### config.mk
export PLATFORM = sky130hd
export DESIGN_NAME = if_prefetch_queue
export DESIGN_NICKNAME = d
export VERILOG_FILES = /design/src/rtl/if_prefetch_queue.sv
export SDC_FILE = /design/constraint.sdc
export NUM_CORES = 1
export LEC_CHECK = 0
export BUFFER_PORTS_ARGS = -buffer_cell sky130_fd_sc_hd__buf_2
export CAP_MARGIN = 20
export CORE_AREA = 2 2 173 175
export CTS_BUF_LIST = sky130_fd_sc_hd__clkbuf_2
export DETAILED_ROUTE_END_ITERATION = 10
export DIE_AREA = 0 0 175 177
export GPL_ROUTABILITY_DRIVEN = 0
export PLACE_DENSITY = 0.85
export SYNTH_ARGS = -nofsm -noshare
export SYNTH_HDL_FRONTEND = slang
export SYNTH_SLANG_ARGS = --single-unit
### constraint.sdc
create_clock -name clk -period 15.8 [get_ports clk]
set_input_delay 4.74 -clock clk [delete_from_list [all_inputs] [get_ports clk]]
set_output_delay 4.74 -clock clk [all_outputs]
set_load 0.02 [all_outputs]
### src/rtl/if_prefetch_queue.sv
// Fetch front end: issues in-order word fetches, buffers {pc, inst} in a DEPTH-entry FIFO, flushes on redirect.
// Build option PREFETCH_BYPASS_EN forwards a response straight to decode when the FIFO is empty.
module if_prefetch_queue #(
  parameter int unsigned DEPTH    = 4,
  parameter logic [31:0] RESET_PC = 32'h0000_0000,
  parameter int unsigned CNT_W    = 3
) (
  input  logic        clk,
  input  logic        rst_n,
  input  logic        redirect,
  input  logic [31:0] redirect_addr,
  input  logic        hold,
  output logic        imem_req,
  output logic [31:0] imem_addr,
  input  logic        imem_req_ready,
  input  logic        imem_rvalid,
  input  logic [31:0] imem_rdata,
  output logic        out_valid,
  output logic [31:0] out_inst,
  output logic [31:0] out_pc4
);
  localparam int unsigned AW = (DEPTH > 1) ? $clog2(DEPTH) : 1;

  typedef struct packed {
    logic [31:0] pc;
    logic [31:0] inst;
  } entry_t;

  logic [31:0]      fetch_pc_q, fetch_pc_d;
  logic [31:0]      resp_pc_q, resp_pc_d;
  logic [AW-1:0]    rd_ptr_q, rd_ptr_d;
  logic [AW-1:0]    wr_ptr_q, wr_ptr_d;
  logic [CNT_W-1:0] count_q, count_d;
  logic [CNT_W-1:0] outst_q, outst_d;
  logic [CNT_W-1:0] discard_q, discard_d;
  logic [31:0]      out_inst_q, out_inst_d;
  logic [31:0]      out_pc4_q, out_pc4_d;
  entry_t           mem_q [DEPTH];

  logic             fifo_vld;
  logic             accept;
  logic             push;
  logic             pop;
  logic             bypass;
  logic [CNT_W:0]   credits_used;
  logic [CNT_W-1:0] cnt_after_pop;
  entry_t           head_nxt;

  assign fifo_vld     = (count_q != '0);
  assign credits_used = {1'b0, count_q} + {1'b0, outst_q};
  assign imem_req     = rst_n && !redirect && (credits_used < (CNT_W+1)'(DEPTH));
  assign imem_addr    = fetch_pc_q;

`ifdef PREFETCH_BYPASS_EN
  assign bypass    = !fifo_vld && (discard_q == '0) && imem_rvalid && !hold && !redirect;
  assign out_valid = fifo_vld || bypass;
  assign out_inst  = bypass ? imem_rdata : out_inst_q;
  assign out_pc4   = bypass ? (resp_pc_q + 32'd4) : out_pc4_q;
`else
  assign bypass    = 1'b0;
  assign out_valid = fifo_vld;
  assign out_inst  = out_inst_q;
  assign out_pc4   = out_pc4_q;
`endif

  always_comb begin
    accept        = imem_req && imem_req_ready;
    pop           = fifo_vld && !hold && !redirect;
    push          = imem_rvalid && (discard_q == '0) && !redirect && !bypass;
    rd_ptr_d      = rd_ptr_q + AW'(pop);
    wr_ptr_d      = wr_ptr_q + AW'(push);
    count_d       = count_q + CNT_W'(push) - CNT_W'(pop);
    cnt_after_pop = count_q - CNT_W'(pop);
    outst_d       = outst_q + CNT_W'(accept) - CNT_W'(imem_rvalid);
    discard_d     = discard_q - CNT_W'(imem_rvalid && (discard_q != '0));
    fetch_pc_d    = accept ? (fetch_pc_q + 32'd4) : fetch_pc_q;
    resp_pc_d     = (push || bypass) ? (resp_pc_q + 32'd4) : resp_pc_q;
    head_nxt      = mem_q[rd_ptr_d];
    out_inst_d    = out_inst_q;
    out_pc4_d     = out_pc4_q;

    // Output registers track whatever will sit at the head after this edge.
    if (bypass || (push && (cnt_after_pop == '0))) begin
      out_inst_d = imem_rdata;
      out_pc4_d  = resp_pc_q + 32'd4;
    end else if (cnt_after_pop != '0) begin
      out_inst_d = head_nxt.inst;
      out_pc4_d  = head_nxt.pc + 32'd4;
    end

    // Every request still in flight belongs to the old path, including one answered now.
    if (redirect) begin
      rd_ptr_d   = '0;
      wr_ptr_d   = '0;
      count_d    = '0;
      discard_d  = outst_q - CNT_W'(imem_rvalid);
      fetch_pc_d = redirect_addr;
      resp_pc_d  = redirect_addr;
      out_inst_d = out_inst_q;
      out_pc4_d  = out_pc4_q;
    end
  end

  always_ff @(posedge clk or negedge rst_n) begin
    if (!rst_n) begin
      fetch_pc_q <= RESET_PC;
      resp_pc_q  <= RESET_PC;
      rd_ptr_q   <= '0;
      wr_ptr_q   <= '0;
      count_q    <= '0;
      outst_q    <= '0;
      discard_q  <= '0;
      out_inst_q <= '0;
      out_pc4_q  <= '0;
    end else begin
      fetch_pc_q <= fetch_pc_d;
      resp_pc_q  <= resp_pc_d;
      rd_ptr_q   <= rd_ptr_d;
      wr_ptr_q   <= wr_ptr_d;
      count_q    <= count_d;
      outst_q    <= outst_d;
      discard_q  <= discard_d;
      out_inst_q <= out_inst_d;
      out_pc4_q  <= out_pc4_d;
    end
  end

  always_ff @(posedge clk) begin
    if (push) begin
      mem_q[wr_ptr_q] <= '{pc: resp_pc_q, inst: imem_rdata};
    end
  end

  a_rsp_needs_credit: assert property (@(posedge clk) disable iff (!rst_n)
    imem_rvalid |-> (outst_q != '0));

endmodule

==> run summary <==
Worst setup SP type = input port
Horiz. Die Dim = 175 µm
clock transition at the registers of the reported paths = 80 ps
Clock power frac = 22.0%
FP Rows = 63
WP data arrival = 5580 ps
post-layout minimum cycle time = 10320 ps
final setup vio count = 0
CTS buffer count = 96
DP Worst Slack = 5470 ps
f_max = 0.0969 GHz
first-pass GRT wire length = 64800 µm
Seq/Total Area, Yosys = 63.1%
setup bufs post-CTS = 0
Slew @ Worst Pin = 1010 ps
Worst Path Max Fanout = 46
hold violation count in the final report = 0
pin count of the biggest net entering global routing = 64
power per cell area = 154 nW/µm²
Crit path required time = 11060 ps
Flop pwr share = 44.2%
static leakage = 7.40 nW
worst hold start = out_pc4[31]
H-tree depth = 3
count leader, synth = edfxtp_1
num ports = 168
status = completed
Distinct cells, synth = 72
synth top area cells = edfxtp_1 43%, dfrtp_1 20%, mux4_2 7.7%
fin crit share = 65.3%
maximum VDD drop = 0.0000855 V
area share of the largest cell type after synthesis = 43.2%
Gate Count Post-Synth = 1307
critical path endpoint category = output pin
final worst slack = 5480 ps
Nets = 1610
Sw Pwr = 0.00116 W
mapped cell area = 17800 µm²
routed vias = 12200
Root Buffer = clkbuf_2
initial drt markers = 1460
Max Cap Violations = 0
vias in the first global route = 12500
RSZ-0062 raised after global routing = false
Synth top cells by count = 256 x edfxtp_1, 141 x dfrtp_1, 112 x nand2_1
Area Overhead vs Synth = 11.8%
Main synth FF type = edfxtp_1
Critical path origin = rst_n
EDFF count, synth = 256
Hold Buf Count CTS = 0
Starting Density = 60.8%
All-Layer GR Usage = 26.8%
clock latency on the worst-skew pair = 940 ps
Yosys top cell by area = edfxtp_1
initial antenna violation count = 2
die area = 31000 µm²
Die H = 177 µm
CTS max path bufs = 3
max-slew violation count = 0
GRT overflow = 0
Slew headroom = 32.7%
syn_nets = 1395
Final Total Pwr = 0.00307 W
number of synthesized register bits = 397
Int Power = 0.00190 W
yosys warns = 0
FF-to-FF Start = count_q[1]
Worst Hold Class = flip-flop to flip-flop
DP Wirelength = 26600 µm
Clock Sinks = 397
clock skew = 94.5 ps
routed vias/inst = 6.13
post-CTS sizing = 0
CTS tree = yes
First-pass DRT Iterations = 9
# port buffers = 167
WL/cell = 20.5 µm
Async SR Flop Fraction = 35.5%
share of layout cells above drive strength 1 = 27.8%
Comb power frac = 33.8%
syn avg cell area = 13.6 µm²
setup tns final = 0 ps
critical path type = input port to output pin
Core ar. = 29200 µm²
post-route ant nets = 0
Sw Ratio = 37.9%
Residual DRC = 0
drt total wl = 41000 µm
[placed cells by master, fill, tap and decap left out, types with 10 or more instances in the layout]
cell / count
a21oi_1: 64
and3_1: 18
buf_2: 166
buf_4: 17
clkbuf_2: 151
clkinv_1: 17
dfrtp_1: 141
edfxtp_1: 256
ha_1: 15
inv_1: 22
mux2i_1: 15
mux4_2: 61
nand2_1: 110
nand3_1: 59
nand3b_1: 12
nand4_1: 14
nor2_1: 100
nor3_1: 16
o211ai_1: 10
o21ai_0: 61
o22ai_1: 39
xnor2_1: 50
xor2_1: 45
[metal layers]
metal / routed length, µm / up-vias / track usage (%)
met5: 0 / - / 0
met4: 1250 / 0 / 11.3
met3: 4010 / 116 / 5.07
met2: 19300 / 720 / 42.6
met1: 16400 / 5941 / 36.9
li1: - / 5446 / -
[worst max-delay path, stage by stage]
cell and delay (ps):
buf_6 330, and3_1 290, buf_2 180
[cell type report]
| cell class | instances | area (µm²) |
|---|---|---|
| Inverter | 23 | 86.3 |
| Multi-Input combinational cell | 819 | 6170 |
| Antenna cell | 2 | 5.00 |
| Clock buffer | 151 | 756 |
| Clock inverter | 28 | 163 |
| Timing Repair Buffer | 185 | 997 |
| Sequential cell | 397 | 11200 |
| Tap cell | 390 | 488 |
| Fill cell | 1983 | 9360 |
[state kept, by name, summed over array words and instances, names as in the netlist]
name       count
rd_ptr_q       2
mem_q        256
resp_pc_q     32
out_inst      32
imem_addr     32
outst_q        3
discard_q      3
out_pc4       32
wr_ptr_q       2
count_q        3
[metrics by stage]
stage,hold WS (ps),instances,instance area (µm²),utilization (%)
global route,524,1995,19900,68.0
CTS,517,1992,19800,67.9
global placement,487,1813,18900,64.7
floorplan,474,1307,17800,-
finish,517,1995,19900,68.0
detailed placement,496,1813,18900,64.7
[logic make-up (layout without fill, tap and decap cells)]
| kind of cell | after synthesis | count (layout) | synth area share, % |
|---|---|---|---|
| flops | 397 | 397 | 63.1 |
| simple gates | 380 | 380 | 10.5 |
| compound gates | 239 | 239 | 8.53 |
| xor+xnor | 97 | 97 | 4.86 |
| buf+inv | 91 | 387 | 2.51 |
| mux | 85 | 85 | 9.14 |
| fa+ha+maj | 18 | 18 | 1.35 |
| other cells | 0 | 2 | 0 |
[worst paths after layout]
check / end / slack, ps / depth (start not counted)
min: out_pc4[31] / 520 / 2
min reg2reg: out_pc4[31] / 520 / 2
max: imem_req / 5480 / 3
max reg2reg: out_pc4[31] / 10820 / 11
max in group asynchronous: imem_addr[20] / 10960 / 2
min in group asynchronous: out_inst[18] / 3690 / 1
[power groups by stage]
stage          combinational (W)  sequential (W)  clock [W]
6_report                 0.00104         0.00135   0.000676
5_1_grt                  0.00112         0.00137   0.000742
3_3_place_gp            0.000985         0.00137          0
4_1_cts                  0.00102         0.00135   0.000687
2_1_floorplan           0.000632         0.00146          0
3_5_place_dp             0.00101         0.00137          0
Note: power is estimated with default switching activity, not from simulation.
